==> config.mk <==
export PLATFORM = sky130hd
export DESIGN_NAME = if_fetch_stage
export DESIGN_NICKNAME = d
export VERILOG_FILES = /design/src/rtl/if_fetch_stage.sv
export SDC_FILE = /design/constraint.sdc
export NUM_CORES = 1
export LEC_CHECK = 0
export CAP_MARGIN = 20
export CORE_UTILIZATION = 41
export CTS_BUF_LIST = sky130_fd_sc_hd__clkbuf_16
export CTS_CLUSTER_SIZE = 40
export DETAILED_ROUTE_END_ITERATION = 10
export GPL_TIMING_DRIVEN = 1
export PLACE_DENSITY = 0.78
export SLEW_MARGIN = 5
export SYNTH_ARGS = -nofsm -noshare
export SYNTH_HDL_FRONTEND = slang
export SYNTH_SLANG_ARGS = --single-unit
==> constraint.sdc <==
create_clock -name clk -period 1.95 [get_ports clk]
set_input_delay 0.39 -clock clk [delete_from_list [all_inputs] [get_ports clk]]
set_output_delay 0.39 -clock clk [all_outputs]
set_load 0.02 [all_outputs]
==> src/rtl/if_fetch_stage.sv <==
// Instruction-fetch stage: PC register, next-PC priority mux and IF/ID register.
// Optional macro IRQ_SYNC_EN puts irq through a 2-flop synchroniser before use.
module if_fetch_stage #(
  parameter logic [31:0] RESET_PC = 32'h8000_0000,
  parameter logic [31:0] IRQ_VEC  = 32'h8000_0004
) (
  input  logic        clk,
  input  logic        reset,
  input  logic        stall,
  input  logic        flush,
  input  logic        redirect_en,
  input  logic [31:0] redirect_pc,
  input  logic        irq,
  output logic [31:0] imem_addr,
  input  logic [31:0] imem_rdata,
  output logic [31:0] ins_out,
  output logic [31:0] pc_out,
  output logic [31:0] pc4_out,
  output logic        irq_out,
  output logic        valid_out
);

  typedef struct packed {
    logic [31:0] ins;
    logic [31:0] pc;
    logic [31:0] pc4;
    logic        irq;
    logic        valid;
  } ifid_t;

  localparam logic [31:0] RESET_PC4 = {RESET_PC[31], RESET_PC[30:0] + 31'd4};
  localparam ifid_t IFID_RST = '{ins: 32'd0, pc: RESET_PC, pc4: RESET_PC4, irq: 1'b0, valid: 1'b0};
  localparam ifid_t BUBBLE   = '0;

  logic [31:0] pc, pc_nxt, pc_inc;
  ifid_t       ifid, ifid_nxt;
  logic        irq_eff, irq_take;

`ifdef IRQ_SYNC_EN
  logic [1:0] irq_sync;

  always_ff @(posedge clk or negedge reset) begin
    if (!reset) irq_sync <= '0;
    else        irq_sync <= {irq_sync[0], irq};
  end

  assign irq_eff = irq_sync[1];
`else
  assign irq_eff = irq;
`endif

  // Bit 31 is the supervisor flag: it never takes a carry from the increment.
  assign pc_inc   = {pc[31], pc[30:0] + 31'd4};
  assign irq_take = irq_eff & ~pc[31];

  always_comb begin
    pc_nxt   = pc;
    ifid_nxt = ifid;
    if (redirect_en) begin
      pc_nxt   = {redirect_pc[31:2], 2'b00};
      ifid_nxt = BUBBLE;
    end else if (stall) begin
      if (flush) ifid_nxt = BUBBLE;
    end else if (irq_take) begin
      // Interrupt entry carries the un-executed PC as the return address.
      pc_nxt   = IRQ_VEC;
      ifid_nxt = '{ins: 32'd0, pc: pc, pc4: pc_inc, irq: 1'b1, valid: 1'b1};
    end else if (flush) begin
      pc_nxt   = pc_inc;
      ifid_nxt = BUBBLE;
    end else begin
      pc_nxt   = pc_inc;
      ifid_nxt = '{ins: imem_rdata, pc: pc, pc4: pc_inc, irq: 1'b0, valid: 1'b1};
    end
  end

  always_ff @(posedge clk or negedge reset) begin
    if (!reset) begin
      pc   <= RESET_PC;
      ifid <= IFID_RST;
    end else begin
      pc   <= pc_nxt;
      ifid <= ifid_nxt;
    end
  end

  assign imem_addr = pc;
  assign ins_out   = ifid.ins;
  assign pc_out    = ifid.pc;
  assign pc4_out   = ifid.pc4;
  assign irq_out   = ifid.irq;
  assign valid_out = ifid.valid;

endmodule

==> impl_metrics.tcl, run 1 <==
set metrics [dict create \
    globalRouteOverflowTotal 0 \
    failing_checks "negative setup slack" \
    path_buf_inv 0 \
    grt_antenna_before_repair 0 \
    antennaDiodeCount 0 \
    hold_viol 0 \
    clk_pin_slew_ns 0.05 \
    number_of_enable_type_register_cells_in_the_synthesized_netlist 0 \
    timing.reg2reg.setup_slack_ns -0.006 \
    setup.worst_path.class "reg2reg" \
    die_area_um2 14000 \
    dr_wl_met2_um 8320 \
    crit_arrival_ns 2.25 \
    cp_slowest_stage_delay_ns 0.42 \
    placed_area_um2 8120 \
    finClkSkew_ns 0.00639 \
    post_drt_via_cell_ratio 5.45 \
    overall_die_height_um 118 \
    crit_path_max_fanout 5 \
    worstSkewPairLatency_ns 0.42 \
    synth.cell_area_um2 5530 \
    ctsHtreeMaxLevel 4 \
    met1_length_um 7100 \
    syn_area_per_cell_um2 10.8 \
    highest-signal-layer "met4" \
    tritoncts "yes" \
    p_leak_nw 3.90 \
    max_cap_violation_count 0 \
    core_area_um2 13200 \
    vdd_drop_max_uv 459 \
    yosysWarningCount 0 \
    wl_per_cell_um 18.1 \
    design.portCount 200 \
    grt_setup_unrepaired "true" \
    worstSetupStartpointType "register" \
    ratio_of_total_power_to_cell_area_nw_per_um2 849 \
    routabilityCongestion 0.891 \
    worst_hold_margin_ns 0.293 \
    setup_viol 1 \
    final-instance-count-excl-fill 936 \
    drt_first_pass_iters 5 \
    finalWirelength_um 16900 \
    final_critical_path_setup_slack_ns -0.00620 \
    hold-path-endpoint "imem_addr[31]" \
    worst_r2r_startpoint "imem_addr[2]" \
    syn2layout_area_growth_pct 59.7 \
    timing.hold.worst.start "redirect_en" \
    fmax_mhz 511 \
    critical_path.top_delay_family "simple AND/OR/NAND/NOR gates" \
    grt_use_total_pct 24.9 \
    drt_iter0_markers 259 \
    synthesis.instances 513 \
    finish.instance_area_um2 8830 \
    outcome "complete, but fails checks" \
    via_count 5098 \
    worstSetupEndpointType "register" \
    postSynth.asyncResetShare_pct 100 \
    worst-endpoint-required_ns 2.25 \
    slowest_stage "sky130_fd_sc_hd__dfrtp_2" \
    worstHoldPathType "in2reg" \
    path_cells "ha_4 > nand3_4 > nor4_4 > nand4_1 > mux2_4 > a221o_1" \
    ys_seq_area_share_pct 56.2 \
    min_delay_path_depth 3 \
    layout.nets 818 \
    grt_pass1_vias 5063 \
    numCtsBuffers 17 \
    cts_sinks 124 \
    dr_wl_met3_um 1110 \
    largest_net_degree_at_the_start_of_global_routing 48 \
    fraction_of_layout_cells_with_a_size_suffix_above_1_pct 18.0 \
    cts_root_buf "sky130_fd_sc_hd__clkbuf_16" \
    ys_types 53 \
    dominantRegCellSynth "sky130_fd_sc_hd__dfrtp_1" \
    place.port_buffers 195 \
    initial_core_util_pct 41.9 \
    clockBufferDepth 2 \
    drc 0 \
    pre_cts_slack_ns 0.00338 \
    worstRegToRegCells 6 \
    finalCriticalPeriod_ns 1.96 \
    detailedPlacementHpwl_um 12000 \
    rows 42 \
    die_x_um 118 \
    final_critical_path_share_of_the_clock_period_pct 100 \
    placedCellCount 897 \
    timing_max_transition_violations_final 0 \
    critical_path.reg2reg.endpoint "imem_addr[28]" \
    antenna_left 0 \
    postSynthRegisterBits 124 \
    grt_pass1_wl_um 26900 \
]
## state kept, by name, summed over array words and instances (netlist names)
| register | count |
|---|---|
| imem_addr | 30 |
| ins_out | 32 |
| irq_out | 1 |
| pc4_out | 29 |
| pc_out | 31 |
| valid_out | 1 |
## synthesized netlist by cell type (3+ instances only)
| library cell | n | area, um2 |
|---|---|---|
| sky130_fd_sc_hd__dfrtp_1 | 121 | 3030 |
| sky130_fd_sc_hd__clkbuf_1 | 35 | 131 |
| sky130_fd_sc_hd__a21o_1 | 7 | 52.6 |
| sky130_fd_sc_hd__buf_2 | 3 | 15.0 |
| sky130_fd_sc_hd__o21ai_0 | 45 | 225 |
| sky130_fd_sc_hd__nand3_1 | 16 | 80.1 |
| sky130_fd_sc_hd__a22o_1 | 66 | 578 |
| sky130_fd_sc_hd__o21ai_1 | 3 | 15.0 |
| sky130_fd_sc_hd__a221o_1 | 4 | 40.0 |
| sky130_fd_sc_hd__xnor2_1 | 12 | 105 |
| sky130_fd_sc_hd__xor2_1 | 15 | 131 |
| sky130_fd_sc_hd__a21oi_1 | 12 | 60.1 |
| sky130_fd_sc_hd__nor2_1 | 15 | 56.3 |
| sky130_fd_sc_hd__inv_1 | 3 | 11.3 |
| sky130_fd_sc_hd__a22oi_1 | 5 | 37.5 |
| sky130_fd_sc_hd__and2_1 | 3 | 18.8 |
| sky130_fd_sc_hd__nand4_1 | 6 | 37.5 |
| sky130_fd_sc_hd__nand2_1 | 69 | 259 |
| sky130_fd_sc_hd__nor3_1 | 11 | 55.1 |
| sky130_fd_sc_hd__o221ai_1 | 4 | 35.0 |
| sky130_fd_sc_hd__dfstp_2 | 3 | 78.8 |
| sky130_fd_sc_hd__buf_4 | 10 | 75.1 |
| sky130_fd_sc_hd__and3_1 | 7 | 43.8 |
## area by class of cell
| class | instances | area (um2) |
|---|---|---|
| fillers | 977 | 4360 |
| flip-flops and latches | 124 | 3130 |
| repair buffers | 264 | 2580 |
| multi-input cells | 337 | 2260 |
| clock buffers | 17 | 425 |
| well taps | 176 | 220 |
| clock inverters | 15 | 204 |
| inverters | 3 | 11.3 |
## worst max-delay path by stage
stage / depth (start not counted) / from / slack (ns) / endpoint
floorplan: 6 / imem_addr[6] / -0.03 / imem_addr[28]
global placement: 7 / stall / 0.02 / imem_addr[23]
detailed placement: 7 / irq / 0.003 / imem_addr[19]
CTS: 2 / imem_addr[19] / 0.002 / imem_addr[19]
global route: 6 / imem_addr[2] / -0.11 / imem_addr[28]
finish: 6 / imem_addr[2] / -0.006 / imem_addr[28]
## worst register-to-register path: stages (launching register included)
cell                      delay, ns
sky130_fd_sc_hd__dfrtp_2       0.42
sky130_fd_sc_hd__ha_4          0.17
sky130_fd_sc_hd__nand3_4       0.10
sky130_fd_sc_hd__nor4_4        0.31
sky130_fd_sc_hd__nand4_1       0.20
sky130_fd_sc_hd__mux2_4        0.33
sky130_fd_sc_hd__a221o_1       0.29
## logic make-up after synthesis
group                      after synthesis  synth area share, %
AOI/OAI and AO/OA                      158                 20.6
xor gates and xnor gates                27                 4.28
muxes                                    2                0.385
adders and majority gates                1                0.226
DFF                                    124                 56.2
buffers and inverters                   53                 4.48
and+or+nand+nor                        147                 13.7
other                                    1               0.0678
## cells in the final DEF, fill, tap and decap left out, types with 5 or more instances in the layout
| cell type | count |
|---|---|
| sky130_fd_sc_hd__a21o_1 | 7 |
| sky130_fd_sc_hd__a21oi_1 | 12 |
| sky130_fd_sc_hd__a22o_1 | 66 |
| sky130_fd_sc_hd__a22oi_1 | 5 |
| sky130_fd_sc_hd__and3_1 | 7 |
| sky130_fd_sc_hd__buf_12 | 10 |
| sky130_fd_sc_hd__buf_4 | 57 |
| sky130_fd_sc_hd__bufinv_16 | 5 |
| sky130_fd_sc_hd__clkbuf_16 | 17 |
| sky130_fd_sc_hd__clkdlybuf4s50_1 | 167 |
| sky130_fd_sc_hd__dfrtp_1 | 106 |
| sky130_fd_sc_hd__dfrtp_2 | 15 |
| sky130_fd_sc_hd__dlygate4sd2_1 | 21 |
| sky130_fd_sc_hd__dlymetal6s2s_1 | 5 |
| sky130_fd_sc_hd__nand2_1 | 69 |
| sky130_fd_sc_hd__nand3_1 | 12 |
| sky130_fd_sc_hd__nand4_1 | 6 |
| sky130_fd_sc_hd__nor2_1 | 14 |
| sky130_fd_sc_hd__nor3_1 | 9 |
| sky130_fd_sc_hd__o21ai_0 | 45 |
| sky130_fd_sc_hd__xnor2_1 | 12 |
| sky130_fd_sc_hd__xor2_1 | 15 |
## through the flow
step                power, W  utilization (%)   TNS, ns
floorplan            0.00347                -   -0.0596
global placement     0.00416             61.5         0
detailed placement   0.00419             61.5         0
CTS                  0.00754             66.2         0
global route         0.00778             66.9    -0.321
finish               0.00749             66.9  -0.00620
## what timing repair did
action                     in CTS  in global routing
hold endpoints to repair       43                  0
gates cloned                    0                  0
setup endpoints to repair      22                 22
hold buffers                    1                  0
pin swaps                       0                  6
buffers inserted                0                  6
resized for setup              22                 14
## routing by layer
layer	vias up	global-route usage, %
met1	2513	31.2
met3	37	5.91
met2	222	41.3
met5	-	0
li1	2326	-
met4	0	10.4
## power by group
group	internal, W	leakage (nW)	switching [W]	total [W]
clock network	0.00224	0.306	0.00111	0.00335
logic	0.000621	1.97	0.000666	0.00129
registers	0.00273	1.63	0.000131	0.00286
total	0.00558	3.90	0.00191	0.00749
(Power assumes the default switching activity.)
==> run 2: changes to the inputs <==
--- a/config.mk
+++ b/config.mk
@@ -7,12 +7,10 @@
 export LEC_CHECK = 0
 export CAP_MARGIN = 20
 export CORE_UTILIZATION = 41
-export CTS_BUF_LIST = sky130_fd_sc_hd__clkbuf_16
-export CTS_CLUSTER_SIZE = 40
 export DETAILED_ROUTE_END_ITERATION = 10
 export GPL_TIMING_DRIVEN = 1
 export PLACE_DENSITY = 0.78
-export SLEW_MARGIN = 5
+export SLEW_MARGIN = 20
 export SYNTH_ARGS = -nofsm -noshare
 export SYNTH_HDL_FRONTEND = slang
 export SYNTH_SLANG_ARGS = --single-unit
==> impl_metrics.tcl, run 2 (synthesized netlist as in run 1, its figures left out) <==
set metrics [dict create \
    path_cells "ha_4 > nand3_4 > nor4_4 > nand4_1 > mux2_4 > a221o_1" \
    dr_wl_met3_um 1130 \
    flip_flop_count_of_the_largest_register_after_layout 32 \
    layout.nets 819 \
    design.portCount 200 \
    worstSetupStartpointType "register" \
    layout.cells.most_common "sky130_fd_sc_hd__clkdlybuf4s50_1" \
    mostFrequentLayoutCells "166 x sky130_fd_sc_hd__clkdlybuf4s50_1, 108 x sky130_fd_sc_hd__dfrtp_1, 69 x sky130_fd_sc_hd__nand2_1" \
    met1_length_um 7070 \
    placedCellCount 897 \
    drc 0 \
    wl_per_cell_um 18.1 \
    worst_hold_margin_ns 0.291 \
    power.switching_w 0.00191 \
    finish.instance_area_um2 8870 \
    drt_first_pass_iters 4 \
    final_critical_path_setup_slack_ns -0.0353 \
    max_cap_violation_count 0 \
    switch_share_pct 25.1 \
    fill_cells 966 \
    worstHoldPathType "in2reg" \
    vdd_drop_max_uv 461 \
    finalCriticalPeriod_ns 1.99 \
    worstSkewPairLatency_ns 0.42 \
    overall_die_height_um 118 \
    tritoncts "yes" \
    routabilityCongestion 0.891 \
    core_area_um2 13200 \
    grt_antenna_before_repair 0 \
    power_w 0.00762 \
    via_count 5076 \
    outcome "complete, but fails checks" \
    antennaDiodeCount 0 \
    fmax_mhz 504 \
    crit_path_max_fanout 5 \
    power_frac_clock_pct 45.7 \
    post_drt_via_cell_ratio 5.42 \
    place.port_buffers 195 \
    failing_checks "negative setup slack" \
    slowest_stage "sky130_fd_sc_hd__dfrtp_2" \
    globalRouteOverflowTotal 0 \
    clockBufferDepth 2 \
    cp_slowest_stage_delay_ns 0.42 \
    antenna_left 0 \
    finalWirelength_um 16900 \
    setup.worst_path.class "reg2reg" \
    grt_pass1_wl_um 27000 \
    final-instance-count-excl-fill 937 \
    dr_wl_met2_um 8380 \
    highest-signal-layer "met4" \
    ctsHtreeMaxLevel 4 \
    fraction_of_layout_cells_with_a_size_suffix_above_1_pct 18.1 \
    timing_max_transition_violations_final 0 \
    die_x_um 118 \
    die_area_um2 14000 \
    crit_arrival_ns 2.28 \
    placed_area_um2 8120 \
    cts_sinks 124 \
    worstSetupEndpointType "register" \
    clk_pin_slew_ns 0.05 \
    rows 42 \
    worst-endpoint-required_ns 2.25 \
    finClkSkew_ns 0.00652 \
    cellInternalPower_w 0.00571 \
    pwr-share-comb_pct 16.9 \
    setup_viol 1 \
    critical_path.top_delay_family "simple AND/OR/NAND/NOR gates" \
    grt_pass1_vias 5106 \
    detailedPlacementHpwl_um 12000 \
    grt_use_total_pct 25.0 \
    grt_setup_unrepaired "true" \
    p_leak_nw 3.94 \
    hold_viol 0 \
    largest_net_degree_at_the_start_of_global_routing 48 \
    numCtsBuffers 17 \
    finalSetupTns_ns -0.0353 \
    drt_iter0_markers 264 \
    initial_core_util_pct 41.9 \
    path_buf_inv 0 \
    syn2layout_area_growth_pct 60.5 \
    cts_root_buf "sky130_fd_sc_hd__clkbuf_16" \
    power.sequential.fraction_pct 37.5 \
    final_critical_path_share_of_the_clock_period_pct 102 \
    ratio_of_total_power_to_cell_area_nw_per_um2 859 \
]
[run 2: cell types whose count changed in the layout (fill, tap and decap cells not counted), moves of 2 or more]
cell                       delta
sky130_fd_sc_hd__dfrtp_1      +2
sky130_fd_sc_hd__dfrtp_2      -2
sky130_fd_sc_hd__clkbuf_8     +3
sky130_fd_sc_hd__clkinv_1     -3
[run 2: worst min-delay path, stage by stage]
cell and delay [ns]:
sky130_fd_sc_hd__buf_2 0.17, sky130_fd_sc_hd__nand2_1 0.07, sky130_fd_sc_hd__o21ai_0 0.07
[run 2: per-stage QoR]
stage	setup WS, ns	util, %
after floorplan	-0.0295	-
after CTS	0.00156	66.4
after global placement	0.0201	61.5
after detailed placement	0.00338	61.5
final	-0.0353	67.3
after global routing	-0.125	67.3
[run 2: per-layer routing]
layer,up-vias,track usage (%)
met2,222,41.8
met3,28,6.06
met1,2491,31.2
met5,-,0
met4,0,9.70
li1,2335,-
[run 2: layout make-up]
class	instances	area, um2	share of cell area [%]
clock inverters	11	189	2.13
inverters	3	11.3	0.127
multi-input cells	337	2260	25.5
repair buffers	265	2590	29.2
flip-flops and latches	124	3120	35.2
well taps	176	220	2.48
clock buffers	21	470	5.30
[run 2: worst paths after layout]
kind                         startpoint             to  slack, ns  cells after the start
min in group asynchronous         reset     pc4_out[5]       0.49                      2
setup / recovery           imem_addr[2]  imem_addr[28]      -0.04                      6
hold reg to reg              pc4_out[4]     pc4_out[4]       0.48                      2
hold / removal              redirect_en  imem_addr[31]       0.29                      3
max in group asynchronous         reset     pc_out[31]       0.85                      3
setup reg to reg           imem_addr[2]  imem_addr[28]      -0.04                      6
[run 2: repair_timing]
| action | CTS | global route |
|---|---|---|
| hold buffers | 1 | 0 |
| endpoints found under the setup margin | 21 | 24 |
| buffers inserted | 0 | 7 |
| hold endpoints to repair | 43 | 0 |
| pin swaps | 0 | 5 |
| gates resized for setup | 21 | 14 |
[run 2: power groups by stage]
stage	clock, W	combinational (W)	sequential [W]
floorplan	0	0.000406	0.00306
global placement	0	0.00127	0.00289
detailed placement	0	0.00130	0.00289
CTS	0.00354	0.00128	0.00285
global route	0.00367	0.00137	0.00287
finish	0.00348	0.00129	0.00286
==> run 3: changes to the inputs <==
--- a/config.mk
+++ b/config.mk
@@ -5,10 +5,12 @@
 export SDC_FILE = /design/constraint.sdc
 export NUM_CORES = 1
 export LEC_CHECK = 0
+export ABC_AREA = 0
 export CAP_MARGIN = 20
 export CORE_UTILIZATION = 41
 export DETAILED_ROUTE_END_ITERATION = 10
 export GPL_TIMING_DRIVEN = 1
+export MAX_ROUTING_LAYER = met4
 export PLACE_DENSITY = 0.78
 export SLEW_MARGIN = 20
 export SYNTH_ARGS = -nofsm -noshare
==> impl_metrics.tcl, run 3 (synthesized netlist as in run 1, its figures left out) <==
set metrics [dict create \
    outcome "complete, but fails checks" \
    failing_checks "negative setup slack" \
    numCtsBuffers 17 \
    p_leak_nw 3.94 \
    drt_first_pass_iters 5 \
    layout.nets 819 \
    hold-path-endpoint "imem_addr[31]" \
    die_x_um 118 \
    final-instance-count-excl-fill 937 \
    setup.worst_path.class "reg2reg" \
    via_count 5073 \
    drc 0 \
    rows 42 \
    setup_viol 1 \
    finClkSkew_ns 0.00708 \
    globalRouteOverflowTotal 0 \
    cp_slowest_stage_delay_ns 0.42 \
    grt_use_total_pct 25.8 \
    routabilityCongestion 0.906 \
    worst_r2r_startpoint "imem_addr[2]" \
    fraction_of_layout_cells_with_a_size_suffix_above_1_pct 18.1 \
    antenna_left 0 \
    dr_wl_met2_um 8400 \
    met1_length_um 7140 \
    final_critical_path_share_of_the_clock_period_pct 102 \
    critical_path.reg2reg.endpoint "imem_addr[28]" \
    tritoncts "yes" \
    final_critical_path_setup_slack_ns -0.0373 \
    cts_root_buf "sky130_fd_sc_hd__clkbuf_16" \
    worstSkewPairLatency_ns 0.42 \
    worstSetupEndpointType "register" \
    design.portCount 200 \
    drt_iter0_markers 289 \
    antennaDiodeCount 0 \
    place.port_buffers 195 \
    highest-signal-layer "met4" \
    slowest_stage "sky130_fd_sc_hd__dfrtp_2" \
    ctsHtreeMaxLevel 4 \
    core_area_um2 13200 \
    crit_arrival_ns 2.28 \
    max_cap_violation_count 0 \
    detailedPlacementHpwl_um 12000 \
    path_cells "ha_4 > nand3_4 > nor4_4 > nand4_1 > mux2_4 > a221o_1" \
    worstRegToRegCells 6 \
    flip_flop_count_of_the_largest_register_after_layout 32 \
    placedCellCount 897 \
    worstSetupStartpointType "register" \
    overall_die_height_um 118 \
    finalCriticalPeriod_ns 1.99 \
    mostFrequentLayoutCells "166 x sky130_fd_sc_hd__clkdlybuf4s50_1, 108 x sky130_fd_sc_hd__dfrtp_1, 69 x sky130_fd_sc_hd__nand2_1" \
    wl_per_cell_um 18.1 \
    placed_area_um2 8120 \
    timing_max_transition_violations_final 0 \
    worst-endpoint-required_ns 2.25 \
    ratio_of_total_power_to_cell_area_nw_per_um2 859 \
    vdd_drop_max_uv 458 \
    finalSetupTns_ns -0.0373 \
    crit_path_max_fanout 5 \
    cts_sinks 124 \
    post_drt_via_cell_ratio 5.41 \
    timing.reg2reg.setup_slack_ns -0.04 \
    worstHoldPathType "in2reg" \
    die_area_um2 14000 \
    min_delay_path_depth 3 \
    power_w 0.00762 \
    layout.cells.most_common "sky130_fd_sc_hd__clkdlybuf4s50_1" \
    clockBufferDepth 2 \
    timing.hold.worst.start "redirect_en" \
    initial_core_util_pct 41.9 \
    grt_pass1_wl_um 27000 \
    grt_pass1_vias 5106 \
    grt_setup_unrepaired "true" \
    largest_net_degree_at_the_start_of_global_routing 48 \
    clk_pin_slew_ns 0.05 \
    finish.instance_area_um2 8870 \
    dr_wl_met3_um 1040 \
    finalWirelength_um 16900 \
    fmax_mhz 503 \
    grt_antenna_before_repair 0 \
    syn2layout_area_growth_pct 60.5 \
    hold_viol 0 \
]
-- run 3: cell type report --
class	count	area, um2
multi-input cells	337	2260
repair buffers	265	2590
inverters	3	11.3
fillers	966	4320
well taps	176	220
clock buffers	21	470
clock inverters	11	189
flip-flops and latches	124	3120
-- run 3: worst max path at each step --
| stage | slack, ns | endpoint | start |
|---|---|---|---|
| 6_report | -0.04 | imem_addr[28] | imem_addr[2] |
| 2_1_floorplan | -0.03 | imem_addr[28] | imem_addr[6] |
| 3_5_place_dp | 0.003 | imem_addr[19] | irq |
| 4_1_cts | 0.002 | imem_addr[16] | imem_addr[2] |
| 3_3_place_gp | 0.02 | imem_addr[23] | stall |
| 5_1_grt | -0.13 | imem_addr[28] | imem_addr[2] |
-- run 3: per-layer routing --
| metal | up-vias | GRT usage [%] |
|---|---|---|
| met4 | 0 | 9.70 |
| met5 | - | - |
| li1 | 2330 | - |
| met2 | 207 | 41.9 |
| met1 | 2506 | 31.3 |
| met3 | 30 | 5.81 |
-- run 3: timing repair --
action / 4_1_cts / 5_1_grt
setup buffers: 0 / 7
setup endpoints to repair: 21 / 24
pin swaps: 0 / 5
gates resized for setup: 21 / 14
endpoints found under the hold margin: 43 / 0
hold buffers: 1 / 0
-- run 3: worst max-delay path, delay by kind of cell, from the launching register on --
family                     cells  cell delay (ns)
AOI/OAI and AO/OA              1             0.29
DFF                            1             0.42
muxes                          1             0.34
adders and majority gates      1             0.17
and+or+nand+nor                3             0.65
-- run 3: where the power goes --
part	total [W]	internal (W)	switching (W)	leakage [nW]
sequential	0.00286	0.00273	0.000131	1.63
combinational	0.00129	0.000621	0.000666	2.00
clock	0.00348	0.00236	0.00112	0.319
-- run 3: through the flow --
step | util [%] | setup slack, ns | hold WS (ns)
2_1_floorplan | - | -0.0295 | 0.0944
3_3_place_gp | 61.5 | 0.0201 | 0.358
3_5_place_dp | 61.5 | 0.00338 | 0.358
4_1_cts | 66.4 | 0.00156 | 0.279
5_1_grt | 67.3 | -0.125 | 0.308
6_report | 67.3 | -0.0373 | 0.295
